[src/rtl/prbs_pkg.sv]
// Shared types and helpers for the PRBS31 (x^31 + x^28 + 1) receive checker.
package prbs_pkg;

  localparam int PRBS_LEN = 31;
  localparam int TAP_A    = 30;
  localparam int TAP_B    = 27;
  localparam int POP_W    = 6;

  typedef enum logic [1:0] {IDLE, HUNT, LOCKED} chk_state_t;

  typedef struct packed {
    logic [PRBS_LEN-1:0] state;
    logic [PRBS_LEN-1:0] word;
  } prbs_step_t;

  // Advances the LFSR by width bits; the first generated bit lands at word[width-1].
  function automatic prbs_step_t prbs31_step(input logic [PRBS_LEN-1:0] state, input int width);
    prbs_step_t r;
    logic       b;
    r.state = state;
    r.word  = '0;
    for (int k = 0; k < PRBS_LEN; k++) begin
      if (k < width) begin
        b       = r.state[TAP_A] ^ r.state[TAP_B];
        r.state = {r.state[PRBS_LEN-2:0], b};
        r.word  = {r.word[PRBS_LEN-2:0], b};
      end
    end
    return r;
  endfunction

  function automatic logic [POP_W-1:0] popcount(input logic [PRBS_LEN-1:0] v);
    logic [POP_W-1:0] n;
    n = '0;
    for (int i = 0; i < PRBS_LEN; i++) n = n + POP_W'(v[i]);
    return n;
  endfunction

endpackage

[src/rtl/sat_counter.sv]
// Statistics counter that adds a variable amount per event and clamps at all-ones.
module sat_counter
  import prbs_pkg::*;
#(
  parameter int CNT_W = 32,
  parameter int AMT_W = POP_W
) (
  input  logic             clk,
  input  logic             rst,
  input  logic             clr,
  input  logic             inc_en,
  input  logic [AMT_W-1:0] inc_amt,
  output logic [CNT_W-1:0] cnt
);

  localparam int SUM_W = ((CNT_W > AMT_W) ? CNT_W : AMT_W) + 1;
  localparam logic [SUM_W-1:0] MAX = SUM_W'({CNT_W{1'b1}});

  logic [SUM_W-1:0] sum;
  logic [CNT_W-1:0] cnt_nxt;

  always_comb begin
    sum     = SUM_W'(cnt) + SUM_W'(inc_amt);
    cnt_nxt = (sum > MAX) ? {CNT_W{1'b1}} : sum[CNT_W-1:0];
  end

  // NOTE: reset is synchronous (sampled on the clock edge, not in the sensitivity list),
  // and state registers use non-blocking <= so every flop samples pre-edge values.
  always_ff @(posedge clk) begin
    if (rst || clr) cnt <= '0;
    else if (inc_en) cnt <= cnt_nxt;
  end

endmodule

[config.mk]
export PLATFORM = sky130hd
export DESIGN_NAME = sat_counter
export DESIGN_NICKNAME = d
export VERILOG_FILES = /design/src/rtl/prbs_pkg.sv /design/src/rtl/sat_counter.sv
export SDC_FILE = /design/constraint.sdc
export NUM_CORES = 1
export LEC_CHECK = 0
export CORE_MARGIN = 2
export CORE_UTILIZATION = 41
export CTS_CLUSTER_SIZE = 20
export DETAILED_ROUTE_END_ITERATION = 10
export PLACE_DENSITY = 0.67
export SLEW_MARGIN = 20
export SYNTH_ARGS = -nofsm -noshare
export SYNTH_HDL_FRONTEND = slang
export SYNTH_SLANG_ARGS = --single-unit
[constraint.sdc]
create_clock -name clk -period 3.1 [get_ports clk]
set_input_delay 0.62 -clock clk [delete_from_list [all_inputs] [get_ports clk]]
set_output_delay 0.62 -clock clk [all_outputs]
set_load 0.03 [all_outputs]
# After elaboration in Yosys (flattened, before gate mapping)
# Cells that the tools add are included.
# classes
addsub,1
multipliers,0
div_mod_pow,0
order_cmp,1
eq_ne,0
shift,0
muxes,1
n_bitwise,0
reduce_logical,1
# ops
operator,n
32-bit by 6-bit adder with 33-bit output,1
"33-bit by 32-bit greater-than comparator with 1-bit output, second input constant",1
32-bit two-way mux,1
1-bit logical OR,1
# word_totals
ff_bits,32
latch_bits,0
mem_bits_rw,0
rom_bits,0
in_bits,10
memories,0

# Depth between registers and ports, before layout
# Gate-level depths: netlist of the first run.
# logic_depth
depth_word,3
mapped_depth,9
depth_no_buf,8

# Worst setup path after synthesis of the first run
# Ideal clock, no wire load.
# synth_path
path_type,in2reg
from,input inc_amt[0]
to,register cnt[11]
t_arrival_ps,2615
required_ps,3027
path_slack_ps,412
cell_stages,9
cell_sequence,ha_1 inv_1 fa_1 and2b_1 o2111ai_2 a2111o_1 buf_6 a41o_1 nor3_2
# synth_via
elab_chain_len,3
# synth_rtl
element,line,text
from (decl),sat_counter.sv:12,"input logic [AMT_W-1:0] inc_amt,"
32-bit by 6-bit adder with 33-bit output (*),sat_counter.sv:23,sum = SUM_W'(cnt) + SUM_W'(inc_amt);
33-bit by 32-bit greater-than comparator with 1-bit output,sat_counter.sv:24,cnt_nxt = (sum > MAX) ? {CNT_W{1'b1}} : sum[CNT_W-1:0];
32-bit two-way mux (*),sat_counter.sv:24,
to (signal assigned),sat_counter.sv:31,else if (inc_en) cnt <= cnt_nxt;
to (decl),sat_counter.sv:13,output logic [CNT_W-1:0] cnt
# Mark *: on every way between the ends. The rest lies on a longest branch, timed or not.
# A chain may end at the register's enable or synchronous reset.

# Final worst setup path of the first run
# layout_path
from,input inc_amt[0]
to,register cnt[22]
# Same word-level chain as after synthesis.

==> results of run 1 <==
-- cell type report --
class / instances / area, µm²
fillers: 423 / 2090
multi-input cells: 164 / 1170
flip-flops and latches: 32 / 641
repair buffers: 57 / 531
clock buffers: 8 / 90.1
well taps: 54 / 67.6
inverters: 10 / 37.5
-- cell families (layout without fill, tap and decap cells) --
logic type               after synthesis  in the layout  share of synthesized area
adder cells (fa/ha/maj)                7              7                     0.0490
buffers and inverters                 27             75                     0.0664
AO/OA/AOI/OAI                         75             75                      0.280
flip-flops                            32             32                      0.330
AND/OR/NAND/NOR                       77             77                      0.251
XOR/XNOR                               4              4                     0.0181
multiplexers                           1              1                    0.00516
-- layout by cell type, fill, tap and decap left out, drive strengths merged, types with 2 or more instances in the layout --
cell type	count
buf	16
a31oi	15
a311oi	3
inv	10
xnor2	2
or2	2
and3	10
a21oi	13
nor2	8
nor4	6
clkbuf	8
ha	6
a2111oi	2
a211oi	5
xor2	2
clkdlybuf4s50	41
a41o	6
o21ai	17
nand2	9
and4	9
o21a	3
a41oi	3
nand4	6
o211a	2
and2	3
nor3	11
nand3	8
dfxtp	32
-- where the power goes --
group	leakage [µW]	switching [µW]	internal (µW)
registers	0.000258	3.44	415
clock network	0.0000455	153	181
logic	0.000597	51.9	42.3
total	0.000901	209	639
-- routing by layer --
| metal | vias to the layer above | wire (µm) |
|---|---|---|
| met5 | - | 0 |
| met4 | 0 | 49 |
| met3 | 5 | 209 |
| met2 | 56 | 2250 |
| met1 | 927 | 2460 |
| li1 | 961 | - |
-- worst max-delay path, stage by stage --
cell	delay [ns]
clkdlybuf4s50_1	0.47
ha_1	0.18
inv_1	0.06
fa_1	0.37
and2b_1	0.24
o2111ai_2	0.11
buf_4	0.18
a2111oi_4	0.34
buf_4	0.22
a31oi_1	0.09
a311oi_1	0.25
-- path summary, 6_finish.rpt --
check / start / endpoint / slack, ns / depth (start not counted)
worst max-delay path: inc_amt[0] / cnt[22] / 0.14 / 11
worst min-delay path: cnt[23] / cnt[23] / 0.48 / 2
worst max register to register: cnt[0] / cnt[22] / 0.58 / 10
worst min register to register: cnt[23] / cnt[23] / 0.48 / 2
-- synth_stat cells (2+ instances only) --
cell type | n | area (µm²)
a211oi_1 | 4 | 30.0
a21oi_1 | 13 | 65.1
a311oi_1 | 3 | 26.3
a31oi_1 | 15 | 93.8
a41o_1 | 6 | 60.1
a41oi_1 | 3 | 26.3
and2_1 | 3 | 18.8
and3_1 | 10 | 62.6
and4_1 | 7 | 61.3
and4_2 | 2 | 20.0
buf_4 | 3 | 22.5
buf_6 | 2 | 22.5
clkbuf_1 | 10 | 37.5
dfxtp_1 | 32 | 641
ha_1 | 6 | 75.1
inv_1 | 10 | 37.5
nand2_1 | 9 | 33.8
nand3_1 | 7 | 35.0
nand4_1 | 5 | 31.3
nor2_1 | 8 | 30.0
nor3_1 | 9 | 45.0
nor3_2 | 2 | 20.0
nor4_1 | 6 | 37.5
o211a_1 | 2 | 20.0
o21a_1 | 3 | 22.5
o21ai_0 | 17 | 85.1
or2_2 | 2 | 12.5
xnor2_1 | 2 | 17.5
xor2_1 | 2 | 17.5
-- stage by stage --
| stage | hold slack (ns) | area (µm²) | total power, µW |
|---|---|---|---|
| after floorplan | 0.584 | 1940 | 486 |
| after global placement | 0.472 | 2450 | 521 |
| after detailed placement | 0.470 | 2450 | 521 |
| after CTS | 0.487 | 2540 | 851 |
| after global routing | 0.504 | 2540 | 879 |
| final | 0.484 | 2540 | 847 |
==> impl_metrics.env, run 1 <==
export IMPL_outcome="complete, no violations"
export IMPL_endpoint_kind="flop"
export IMPL_synth_edf_count=0
export IMPL_top_regs="cnt x32"
export IMPL_power_leakage_uw=0.000901
export IMPL_synth_nets=240
export IMPL_rsz0062_at_grt="no"
export IMPL_start_util=0.419
export IMPL_max_flop_register="cnt"
export IMPL_postCtsHoldBufs=0
export IMPL_clockRootBuffer="clkbuf_8"
export IMPL_largest_register_ffs=32
export IMPL_async_flop_share=0
export IMPL_stdcell_count=325
export IMPL_grt_overflow=0
export IMPL_path_class="in -> reg"
export IMPL_setup_ws_ns=0.140
export IMPL_worst_ep_arrival_time_ns=3.15
export IMPL_ant_nets=0
export IMPL_ioPinCount=42
export IMPL_hold_class="reg -> reg"
export IMPL_htree_num_levels=2
export IMPL_crit_fanout=11
export IMPL_antenna_found_initial=0
export IMPL_port_buffers=41
export IMPL_grt_max_degree=36
export IMPL_coreArea_um2=4630
export IMPL_grt_pass1_wl_um=8290
export IMPL_drive_above_1_share=0.125
export IMPL_first_pass_iters=4
export IMPL_dieArea_um2=5300
export IMPL_hpwl_um=3510
export IMPL_syn_area_per_cell_um2=8.70
export IMPL_worstSkewPairLatency_ns=0.28
export IMPL_yosys_warnings=0
export IMPL_grtUsageMet1=0.280
export IMPL_slew_viol_final=0
export IMPL_vdd_drop_max_mv=0.129
export IMPL_tightest_slew_ns=0.432
export IMPL_drc=0
export IMPL_numCtsBuffers=5
export IMPL_groute_usage_overall=0.197
export IMPL_drt_iter0_markers=173
export IMPL_pre_cts_slack_ns=-0.129
export IMPL_clk_path_buf_depth=2
export IMPL_yosysSeqAreaShare=0.330
export IMPL_clk_pin_slew_ns=0.06
export IMPL_grt_util_met3=0.0414
export IMPL_rows=25
export IMPL_start_kind="input port"
export IMPL_final_nets=287
export IMPL_die_h_um=72.8
export IMPL_final_core_util=0.548
export IMPL_skew_ns=0.00669
export IMPL_vias=1949
export IMPL_wl_per_cell_um=15.3
export IMPL_required_ns=3.29
export IMPL_netlist_instances=223
export IMPL_routed_wl_um=4960
export IMPL_gr_usage_met2=0.302
export IMPL_hold_violations=0
export IMPL_fin_tns_setup_ns=0
export IMPL_fmax_mhz=338
export IMPL_area_growth_pct=30.8
export IMPL_grt_pass1_vias=1762
export IMPL_busiest_layer="met2"
export IMPL_cts_resized=0
export IMPL_die_x_um=72.8
export IMPL_clock_sinks=32
export IMPL_timing_slew_headroom=0.712
export IMPL_period_minus_slack_ns=2.96
export IMPL_antenna_cells=0
export IMPL_viasPerCell=6.00
export IMPL_cap_violations=0
export IMPL_syn_cell_area_um2=1940
export IMPL_place_inst=317
export IMPL_synth_ff_type="dfxtp_1"
export IMPL_gp_congestion=0.800
export IMPL_cts_setup_buffers=0
export IMPL_final_setup_viol_count=0
export IMPL_cts_tree="done"
export IMPL_post_route_period_util=0.955
export IMPL_synth_cell_types=49
export IMPL_power_density_nw_per_um2=334
export IMPL_ys_ff_latch=32
No activity file was read; power rests on OpenSTA's default activity.
==> run 2: changes to the inputs <==
CTS_CLUSTER_SIZE = 25   (was 20)
==> results of run 2 <==
Final layout, timing and power as in run 1 (identical DEF).
